===== config.mk =====
export PLATFORM = sky130hd
export DESIGN_NAME = pid_pwm_flat
export DESIGN_NICKNAME = d
export VERILOG_FILES = /design/src/rtl/pid_pkg.sv /design/src/rtl/pid_pwm_if.sv /design/src/rtl/pid_deadtime.sv /design/src/rtl/pid_pwm.sv /design/src/flat_wrapper.sv
export SDC_FILE = /design/constraint.sdc
export NUM_CORES = 1
export LEC_CHECK = 0
export CORE_ASPECT_RATIO = 2
export CORE_MARGIN = 10
export CORE_UTILIZATION = 58
export DETAILED_ROUTE_END_ITERATION = 16
export GPL_ROUTABILITY_DRIVEN = 1
export PLACE_DENSITY_LB_ADDON = 0.1
export SETUP_SLACK_MARGIN = 0.02
export SYNTH_ARGS = -nofsm -noshare
export SYNTH_HDL_FRONTEND = slang
export SYNTH_SLANG_ARGS = --single-unit

===== constraint.sdc =====
create_clock -name clk -period 4.31 [get_ports clk]
set_input_delay 1.0775 -clock clk [delete_from_list [all_inputs] [get_ports clk]]
set_output_delay 1.0775 -clock clk [all_outputs]
set_load 0.005 [all_outputs]

===== src/rtl/pid_pkg.sv =====
// Shared types for the PWM output stage of the PID controller: FSM state,
// default widths and the command clamp.
package pid_pkg;

    localparam int CMD_W_DEF = 16;
    localparam int CNT_W_DEF = 12;
    localparam int DT_W_DEF  = 6;

    // Clamp compare width; must cover max(CMD_W, CNT_W+2) so both operands stay exact.
    localparam int CLAMP_W = 32;

    typedef enum logic [1:0] {
        PWM_IDLE,
        PWM_RUN,
        PWM_DRAIN
    } pwm_state_e;

    typedef struct packed {
        logic [CLAMP_W-1:0] duty;
        logic               sat_hi;
        logic               sat_lo;
    } clamp_t;

    function automatic clamp_t clamp_cmd(input logic signed [CLAMP_W-1:0] cmd,
                                         input logic signed [CLAMP_W-1:0] limit);
        clamp_t r;
        r.duty   = cmd;
        r.sat_hi = 1'b0;
        r.sat_lo = 1'b0;
        if (cmd < 0) begin
            r.duty   = '0;
            r.sat_lo = 1'b1;
        end else if (cmd > limit) begin
            r.duty   = limit;
            r.sat_hi = 1'b1;
        end
        return r;
    endfunction

endpackage


===== src/rtl/pid_pwm_if.sv =====
// Command handshake from the PID controller into the PWM stage.
interface pid_pwm_if #(
    parameter int CMD_W = pid_pkg::CMD_W_DEF
) ();
    logic [CMD_W-1:0] cmd;
    logic             cmd_valid;
    logic             cmd_ready;

    modport master(output cmd, output cmd_valid, input cmd_ready);
    modport slave(input cmd, input cmd_valid, output cmd_ready);
endinterface


===== src/rtl/pid_deadtime.sv =====
// Complementary output pair with dead-time blanking on every raw PWM edge.
// Built only when PID_PWM_DEADTIME_EN is defined.
module pid_deadtime
    import pid_pkg::*;
#(
    parameter int DT_W = DT_W_DEF
) (
    input  logic            clk,
    input  logic            rst_n,
    input  logic            active,
    input  logic            pwm_raw,
    input  logic [DT_W-1:0] dead_time,
    output logic            pwm_out,
    output logic            pwm_out_n
);

    logic            raw_prev_q;
    logic [DT_W-1:0] dt_q, dt_d;
    logic            raw_edge;
    logic            blank;

    assign raw_edge = pwm_raw ^ raw_prev_q;

    // NOTE: every variable gets a default at the top of always_comb so no path infers a latch.
    always_comb begin
        blank = 1'b0;
        dt_d  = dt_q;
        if (raw_edge) begin
            // The edge cycle itself is the first blanked cycle; a new edge restarts the count.
            blank = (dead_time != '0);
            dt_d  = (dead_time != '0) ? dead_time - 1'b1 : '0;
        end else if (dt_q != '0) begin
            blank = 1'b1;
            dt_d  = dt_q - 1'b1;
        end
    end

    always_ff @(posedge clk or negedge rst_n) begin
        if (!rst_n) begin
            raw_prev_q <= 1'b0;
            dt_q       <= '0;
        end else begin
            raw_prev_q <= pwm_raw;
            dt_q       <= dt_d;
        end
    end

    assign pwm_out   = active & ~blank & pwm_raw;
    assign pwm_out_n = active & ~blank & ~pwm_raw;

endmodule


===== src/rtl/pid_pwm.sv =====
// Edge-aligned PWM stage: clamps PID commands into a shadow duty register and
// applies duty/period only at period boundaries. Dead-time via PID_PWM_DEADTIME_EN.
module pid_pwm
    import pid_pkg::*;
#(
    parameter int CMD_W = CMD_W_DEF,
    parameter int CNT_W = CNT_W_DEF,
    parameter int DT_W  = DT_W_DEF
) (
    input  logic             clk,
    input  logic             rst_n,
    input  logic             en,
    input  logic [CNT_W-1:0] period,
    input  logic [DT_W-1:0]  dead_time,
    pid_pwm_if.slave         cmd_if,
    output logic             pwm_out,
    output logic             pwm_out_n,
    output logic             period_start,
    output logic             sat_hi,
    output logic             sat_lo,
    output logic [CNT_W:0]   duty_act
);

    pwm_state_e           state_q, state_d;
    logic [CNT_W-1:0]     cnt_q, cnt_d;
    logic [CNT_W-1:0]     period_act_q;
    logic [CNT_W:0]       duty_act_q;
    logic [CNT_W:0]       shadow_q;
    logic                 shadow_full_q;
    logic                 sat_hi_q, sat_lo_q;
    logic                 pwm_raw_q, pwm_raw_d;
    logic                 start_q, start_d;
    logic                 at_end, boundary, accept, active;
    logic [CNT_W:0]       limit;
    logic signed [CLAMP_W-1:0] cmd_ext, limit_ext;
    clamp_t               clamp_res;

    assign at_end = (cnt_q == period_act_q);
    assign active = (state_q != PWM_IDLE);
    assign accept = cmd_if.cmd_valid & ~shadow_full_q;

    assign limit     = {1'b0, period} + 1'b1;
    assign cmd_ext   = {{(CLAMP_W-CMD_W){cmd_if.cmd[CMD_W-1]}}, cmd_if.cmd};
    assign limit_ext = {{(CLAMP_W-CNT_W-1){1'b0}}, limit};
    assign clamp_res = clamp_cmd(cmd_ext, limit_ext);

    // NOTE: sequential state is updated with non-blocking assignments only, so every flop samples pre-edge values.
    always_ff @(posedge clk or negedge rst_n) begin
        if (!rst_n) state_q <= PWM_IDLE;
        else        state_q <= state_d;
    end

    always_comb begin
        state_d = state_q;
        unique case (state_q)
            PWM_IDLE:  if (en) state_d = PWM_RUN;
            PWM_RUN:   if (!en) state_d = at_end ? PWM_IDLE : PWM_DRAIN;
            PWM_DRAIN: begin
                if (en)          state_d = PWM_RUN;
                else if (at_end) state_d = PWM_IDLE;
            end
            default:   state_d = PWM_IDLE;
        endcase
    end

    always_comb begin
        boundary  = 1'b0;
        cnt_d     = '0;
        pwm_raw_d = 1'b0;
        start_d   = 1'b0;
        unique case (state_q)
            PWM_IDLE: boundary = en;
            PWM_RUN, PWM_DRAIN: begin
                boundary  = (state_q == PWM_RUN) && at_end;
                cnt_d     = at_end ? '0 : cnt_q + 1'b1;
                pwm_raw_d = ({1'b0, cnt_q} < duty_act_q);
                start_d   = (state_q == PWM_RUN) && (cnt_q == '0);
            end
            default: ;
        endcase
    end

    // NOTE: the shadow is an ordinary register, so it is reset too; a reset must discard a pending duty.
    always_ff @(posedge clk or negedge rst_n) begin
        if (!rst_n) begin
            cnt_q         <= '0;
            period_act_q  <= '0;
            duty_act_q    <= '0;
            shadow_q      <= '0;
            shadow_full_q <= 1'b0;
            sat_hi_q      <= 1'b0;
            sat_lo_q      <= 1'b0;
            pwm_raw_q     <= 1'b0;
            start_q       <= 1'b0;
        end else begin
            cnt_q     <= cnt_d;
            pwm_raw_q <= pwm_raw_d;
            start_q   <= start_d;
            if (boundary) begin
                period_act_q <= period;
                if (shadow_full_q) duty_act_q <= shadow_q;
            end
            // Load and accept never coincide: accept requires an empty shadow.
            if (boundary && shadow_full_q) begin
                shadow_full_q <= 1'b0;
            end else if (accept) begin
                shadow_q      <= clamp_res.duty[CNT_W:0];
                shadow_full_q <= 1'b1;
                sat_hi_q      <= clamp_res.sat_hi;
                sat_lo_q      <= clamp_res.sat_lo;
            end
        end
    end

    assign cmd_if.cmd_ready = ~shadow_full_q;
    assign period_start     = start_q;
    assign sat_hi           = sat_hi_q;
    assign sat_lo           = sat_lo_q;
    assign duty_act         = duty_act_q;

`ifdef PID_PWM_DEADTIME_EN
    logic unused_bits;
    assign unused_bits = ^clamp_res.duty[CLAMP_W-1:CNT_W+1];

    pid_deadtime #(.DT_W(DT_W)) u_deadtime (
        .clk      (clk),
        .rst_n    (rst_n),
        .active   (active),
        .pwm_raw  (pwm_raw_q & active),
        .dead_time(dead_time),
        .pwm_out  (pwm_out),
        .pwm_out_n(pwm_out_n)
    );
`else
    logic unused_bits;
    assign unused_bits = ^{dead_time, clamp_res.duty[CLAMP_W-1:CNT_W+1]};

    assign pwm_out   = active & pwm_raw_q;
    assign pwm_out_n = active & ~pwm_raw_q;
`endif

endmodule


===== src/flat_wrapper.sv =====
// flat-port wrapper written by rule: the top's interface ports become plain ports
module pid_pwm_flat import pid_pkg::*;
#(
    parameter int CMD_W = CMD_W_DEF,
    parameter int CNT_W = CNT_W_DEF,
    parameter int DT_W  = DT_W_DEF
)
  (clk, rst_n, en, period, dead_time, pwm_out, pwm_out_n, period_start, sat_hi, sat_lo, duty_act, cmd_if_cmd, cmd_if_cmd_valid, cmd_if_cmd_ready);
  pid_pwm_if #(.CMD_W(CMD_W)) cmd_if_i ();
  input  logic clk;
  input  logic rst_n;
  input  logic en;
  input  logic [CNT_W-1:0] period;
  input  logic [DT_W-1:0] dead_time;
  output logic pwm_out;
  output logic pwm_out_n;
  output logic period_start;
  output logic sat_hi;
  output logic sat_lo;
  output logic [CNT_W:0] duty_act;
  input wire logic [$bits(cmd_if_i.cmd)-1:0] cmd_if_cmd;
  input wire logic [$bits(cmd_if_i.cmd_valid)-1:0] cmd_if_cmd_valid;
  output wire logic [$bits(cmd_if_i.cmd_ready)-1:0] cmd_if_cmd_ready;
  assign cmd_if_i.cmd = cmd_if_cmd;
  assign cmd_if_i.cmd_valid = cmd_if_cmd_valid;
  assign cmd_if_cmd_ready = cmd_if_i.cmd_ready;
  pid_pwm #(.CMD_W(CMD_W), .CNT_W(CNT_W), .DT_W(DT_W)) u_core (.clk(clk), .rst_n(rst_n), .en(en), .period(period), .dead_time(dead_time), .cmd_if(cmd_if_i), .pwm_out(pwm_out), .pwm_out_n(pwm_out_n), .period_start(period_start), .sat_hi(sat_hi), .sat_lo(sat_lo), .duty_act(duty_act));
endmodule

Yosys cells after proc, flatten, opt, wreduce, memory -nomap -nowiden. Cells that the tools add are included.

Bits of input ports: 38. Bits in registers: 57. Output and inout port bits: 19. Word-level logic and storage cells: 55.

Magnitude comparators: 3. Multiplexer cells: 17. Reduce and logical (&&, ||, !) cells: 11. Bitwise gates (word level): 6. Eq/ne operators: 6. Add/sub/neg operators: 2.

Operator list (number): 2-to-1 mux 12 bit (2); > comparator 16 x 14 -> 1 bit (1); < comparator 16 x 1 -> 1 bit (second input constant) (1); 2-to-1 mux 14 bit (1); adder 12 x 1 -> 13 bit (second input constant) (1); < comparator 12 x 13 -> 1 bit (1); 2-to-1 mux 13 bit (1); adder 12 x 1 -> 12 bit (second input constant) (1); equality test 12 bit (1); logical NOT 12 bit (1); 2-to-1 mux 2 bit (5); 2-to-1 mux 1 bit (6); one-hot mux 2 bit (3 select lines) (1); inequality test 2 bit (second input constant) (2); AND reduction 2 bit (2); nonzero test 2 bit (2); AND 1 bit (3); logical AND 1 bit (3); inequality test 3 x 2 -> 1 bit (second input constant) (1); inverter 1 bit (3); AND reduction 3 bit (1); equality test 2 x 1 -> 1 bit (second input constant) (1); equality test 2 bit (second input constant) (1); logical NOT 2 bit (1); 2 further kinds (2).

Depth between registers and ports, before layout. Gate-level depths: netlist of run 1.

Word-level depth: 6. Mapped depth: 13.

Worst setup path after synthesis of run 1. OpenSTA, ideal clock, no wires.

Path type: input port to flip-flop. Start point: input port period[0]. End point: register u_core.shadow_q[10]. Library setup time: 0.077 ns. Arrival time: 3.484 ns. Path buffers: 1. Data required time: 4.233 ns. Cell stages on the path: 13. Slack: 0.749 ns. Cells stage by stage: ha_1 nand2_1 nor2_1 nand3_1 xor2_1 ha_1 and4_1 nand3_1 a21o_1 a311o_2 buf_6 mux2_4 o21ai_1.

Cells in the longest elaborated chain, start to end: 4.

RTL lines: start, declared (RTL line flat_wrapper.sv:13) `input logic [CNT_W-1:0] period;`; adder 12 x 1 -> 13 bit (*) (RTL line pid_pwm.sv:42) `assign limit = {1'b0, period} + 1'b1;`; > comparator 16 x 14 -> 1 bit (RTL line pid_pkg.sv:33) `end else if (cmd > limit) begin`; 2-to-1 mux 14 bit (*) (RTL line pid_pkg.sv:33); 2-to-1 mux 13 bit (*) (RTL line pid_pkg.sv:30) `if (cmd < 0) begin`; end signal, assigned (RTL line pid_pwm.sv:107) `shadow_q <= clamp_res.duty[CNT_W:0];`; end, declared (RTL line pid_pwm.sv:28) `logic [CNT_W:0] shadow_q;`.

Every way passes the cells marked *; elsewhere a longest branch is shown, timed or not. A chain may end at the register's enable or synchronous reset.

Worst setup path after layout of run 1.
Start point: input port period[0]. End point: register u_core.shadow_q[5].

The elaborated chain is that of the path after synthesis.

==> metrics, run 1 <==
Num CTS Buffers 9; Post-Syn Nets around 410; Hold Path Sink u_core.shadow_q[10]$_DFFE_PN0P_; R2R Path End u_core.duty_act[7]$_DFFE_PN0P_; TritonRoute pass-1 iters 6; first-pass GRT wire length between 10000 and 15000 um; Die ar. about 9600 um^2; crit path DAT around 4.3 ns; DR WL/cell 17.4 um; fin nets ~480; mapped cell area 3450 um^2; post-DR vias/cell about 5.7; Synth async-reset ratio between 90% and 100%; Critical R2R Launch u_core.cnt_q[7]$_DFF_PN0_; cell count after synthesis 340; PnR Total Power ~0.0023 W; FP Rows 39; CP required 4.56 ns; clk root buf clkbuf_16; Port Buf Inserts 50; post-CTS setup repair buffer count 0; dpl hpwl between 6000 and 7000 um; clock skew 0.00661 ns; Met3 Wirelength about 290 um; Vias between 2000 and 3000; Setup Viol. Count Final 0; DRT iter0 DRCs about 150; worst vdd ir approximately 0.34 mV; Ys Warns 0; Placed Cells between 400 and 500; design area 4380 um^2; initial antenna violation count 0; critical path's slowest cell a311o_2; Post-synth top flop dfrtp_1; Post-Layout Cell Count 475; Slew Viols, Final 0; flop2flop setup slack between 1.5 and 2 ns; total congestion overflow 0; Core Util, Final 76.0%; n_diodes 0; Final Hold Vio Count 0; Yosys cell types 39; worst slew pin tran around 0.66 ns; top layer in use met4; Die Span X ~75 um; clock slew at reported path FFs ~0.050 ns; Clk Latency, worst-skew pair around 0.33 ns; Seq/Total Area, Yosys 41.4%; clk sinks between 50 and 60; average size of a mapped cell around 10 um^2; Slew HR a little under three fifths; wire length on met2 about 4600 um; Max-Cap Viols 0; dpl cell area just over 4000 um^2; remaining antenna violation count 0; cells on worst reg2reg path 7; Initial Util between 50% and 60%; Worst Hold Depth 2; Critical Path, Cell by Cell clkdlybuf4s50_1 > ha_1 > nand2_1 > nor2_1 > buf_4 > nand3_1 > xor2_1 > ha_1 > and4_1 > nand3_1 > a21o_1 > a311o_2 > mux2_1 > o21ai_1; vias in the first global route around 2900; CORE AREA 5760 um^2; CP max FO 14; clk buf depth 2; H-tree depth 3; post-synthesis register bit count between 50 and 60; routed wire length about 8300 um; Largest stage delay, worst path approximately 0.56 ns; M1 WL between 3000 and 4000 um; fin crit period approximately 4 ns; Hold/Removal Path Class reg -> reg; hold_sp u_core.shadow_q[10]$_DFFE_PN0P_; layout cells sized above 1 between 10% and 20%; leak pwr a little over 2 nW; Resized cells post-CTS 0; Max Fclk ~0.25 GHz; CTS tree yes; pwr/cell area approximately 530 nW/um^2; Tcrit/Tclk final 93.0%; Post-synth EDFFs 0; critical path class in -> reg; # IOs 57; gr usage total a little under a fifth; largest net degree at the start of global routing 31; outcome complete, no violations; RSZ-0062 raised after global routing false; CP Launch Type input pin; Crit. End Element flop; DRC violations left 0; cts hold-fix bufs 0; routability-driven placement congestion ratio between 0.9 and 1; die height about 130 um; growth of design area from synthesis to finish 27.0%
-- critical path: cells and delay by family --
| family | cells | cell delay [ns] |
|---|---|---|
| AOI/OAI and AO/OA | 3 | 0.86 |
| xor gates and xnor gates | 1 | 0.18 |
| adders and majority gates | 2 | 0.48 |
| buffers and inverters | 2 | 0.65 |
| muxes | 1 | 0.38 |
| and+or+nand+nor | 5 | 0.61 |
-- cell families after synthesis --
group,synth area share [%]
flops,41.4
xor+xnor,8.13
simple gates,13.9
buf+inv,4.79
mux,13.4
fa+ha+maj,11.3
compound gates,7.11
-- per-stage QoR --
step / hold WS [ns] / worst slack (ns) / TNS, ns
after CTS: 0.486 / 0.295 / 0
after detailed placement: 0.471 / -0.0375 / -0.215
after floorplan: 0.444 / 0.749 / 0
final: 0.480 / 0.303 / 0
after global routing: 0.500 / 0.166 / 0
after global placement: 0.462 / 0.0357 / 0
-- state kept, by name (all words and copies together) (netlist names) --
signal,flops
u_core.cnt_q,12
u_core.state_q,2
u_core.shadow_q,13
u_core.period_start,1
u_core.sat_hi,1
u_core.period_act_q,12
u_core.sat_lo,1
u_core.shadow_full_q,1
u_core.duty_act,13
u_core.pwm_raw_q,1
-- cells in the final DEF (no fill, tap or decap), drive strengths merged, types with 17 or more instances in the layout --
master	n
buf	18
nor2	24
xor2	25
ha	31
nand2	36
inv	32
dfrtp	57
clkdlybuf4s50	49
mux2	37
o21ai	17
-- worst max path at each step --
stage | startpoint | to | slack, ns | cells past startpoint
final | period[0] | u_core.shadow_q[5]$_DFFE_PN0P_ | 0.30 | 14
after floorplan | period[0] | u_core.shadow_q[10]$_DFFE_PN0P_ | 0.75 | 13
after global placement | period[0] | u_core.shadow_q[5]$_DFFE_PN0P_ | 0.04 | 14
after CTS | period[0] | u_core.shadow_q[5]$_DFFE_PN0P_ | 0.29 | 14
after detailed placement | period[0] | u_core.shadow_q[5]$_DFFE_PN0P_ | -0.04 | 14
after global routing | period[1] | u_core.shadow_q[4]$_DFFE_PN0P_ | 0.17 | 14
-- routing by layer --
| layer | global-route usage (%) | up-vias |
|---|---|---|
| met1 | 17.3 | 1317 |
| met3 | 4.51 | 32 |
| li1 | - | 1301 |
| met4 | 12.6 | 0 |
| met5 | 0 | - |
| met2 | 33.0 | 72 |
-- power by group --
part	internal, W	leakage [nW]	switching, W
Clock	0.000416	0.139	0.000227
Sequential	0.000732	0.734	0.000148
Combinational	0.000426	1.20	0.000369
Total	0.00157	2.08	0.000745
-- synth_stat cells, drive strengths merged, types with 2 or more instances --
library cell / n / area [um^2]
dfrtp: 57 / 1430
mux2: 37 / 443
nand2: 36 / 135
inv: 32 / 120
ha: 31 / 388
xor2: 25 / 219
nor2: 24 / 90.1
o21ai: 17 / 88.8
nand3: 14 / 70.1
a21oi: 9 / 48.8
xnor2: 7 / 61.3
nor4: 6 / 37.5
clkbuf: 5 / 18.8
nand4: 5 / 31.3
a21o: 4 / 30.0
and3: 4 / 25.0
buf: 4 / 26.3
a211oi: 2 / 15.0
a31oi: 2 / 12.5
and4: 2 / 17.5
mux2i: 2 / 20.0
nand2b: 2 / 12.5
nor2b: 2 / 12.5
o211ai: 2 / 15.0
-- area by class of cell --
class | count | area, um^2
Clock buffer | 13 | 260
Clock inverter | 3 | 15.0
Fill cell | 441 | 1380
Inverter | 32 | 120
Multi-Input combinational cell | 242 | 1860
Sequential cell | 57 | 1430
Tap cell | 61 | 76.3
Timing Repair Buffer | 67 | 623
(Power assumes the default switching activity.)
==> inputs of run 2 (changes only) <==
--- a/config.mk
+++ b/config.mk
@@ -12,6 +12,7 @@
 export GPL_ROUTABILITY_DRIVEN = 1
 export PLACE_DENSITY_LB_ADDON = 0.1
 export SETUP_SLACK_MARGIN = 0.02
+export SKIP_CTS_REPAIR_TIMING = 1
 export SYNTH_ARGS = -nofsm -noshare
 export SYNTH_HDL_FRONTEND = slang
 export SYNTH_SLANG_ARGS = --single-unit
==> results of run 2 <==
No change in the layout: final DEF, timing and power equal those of run 1.
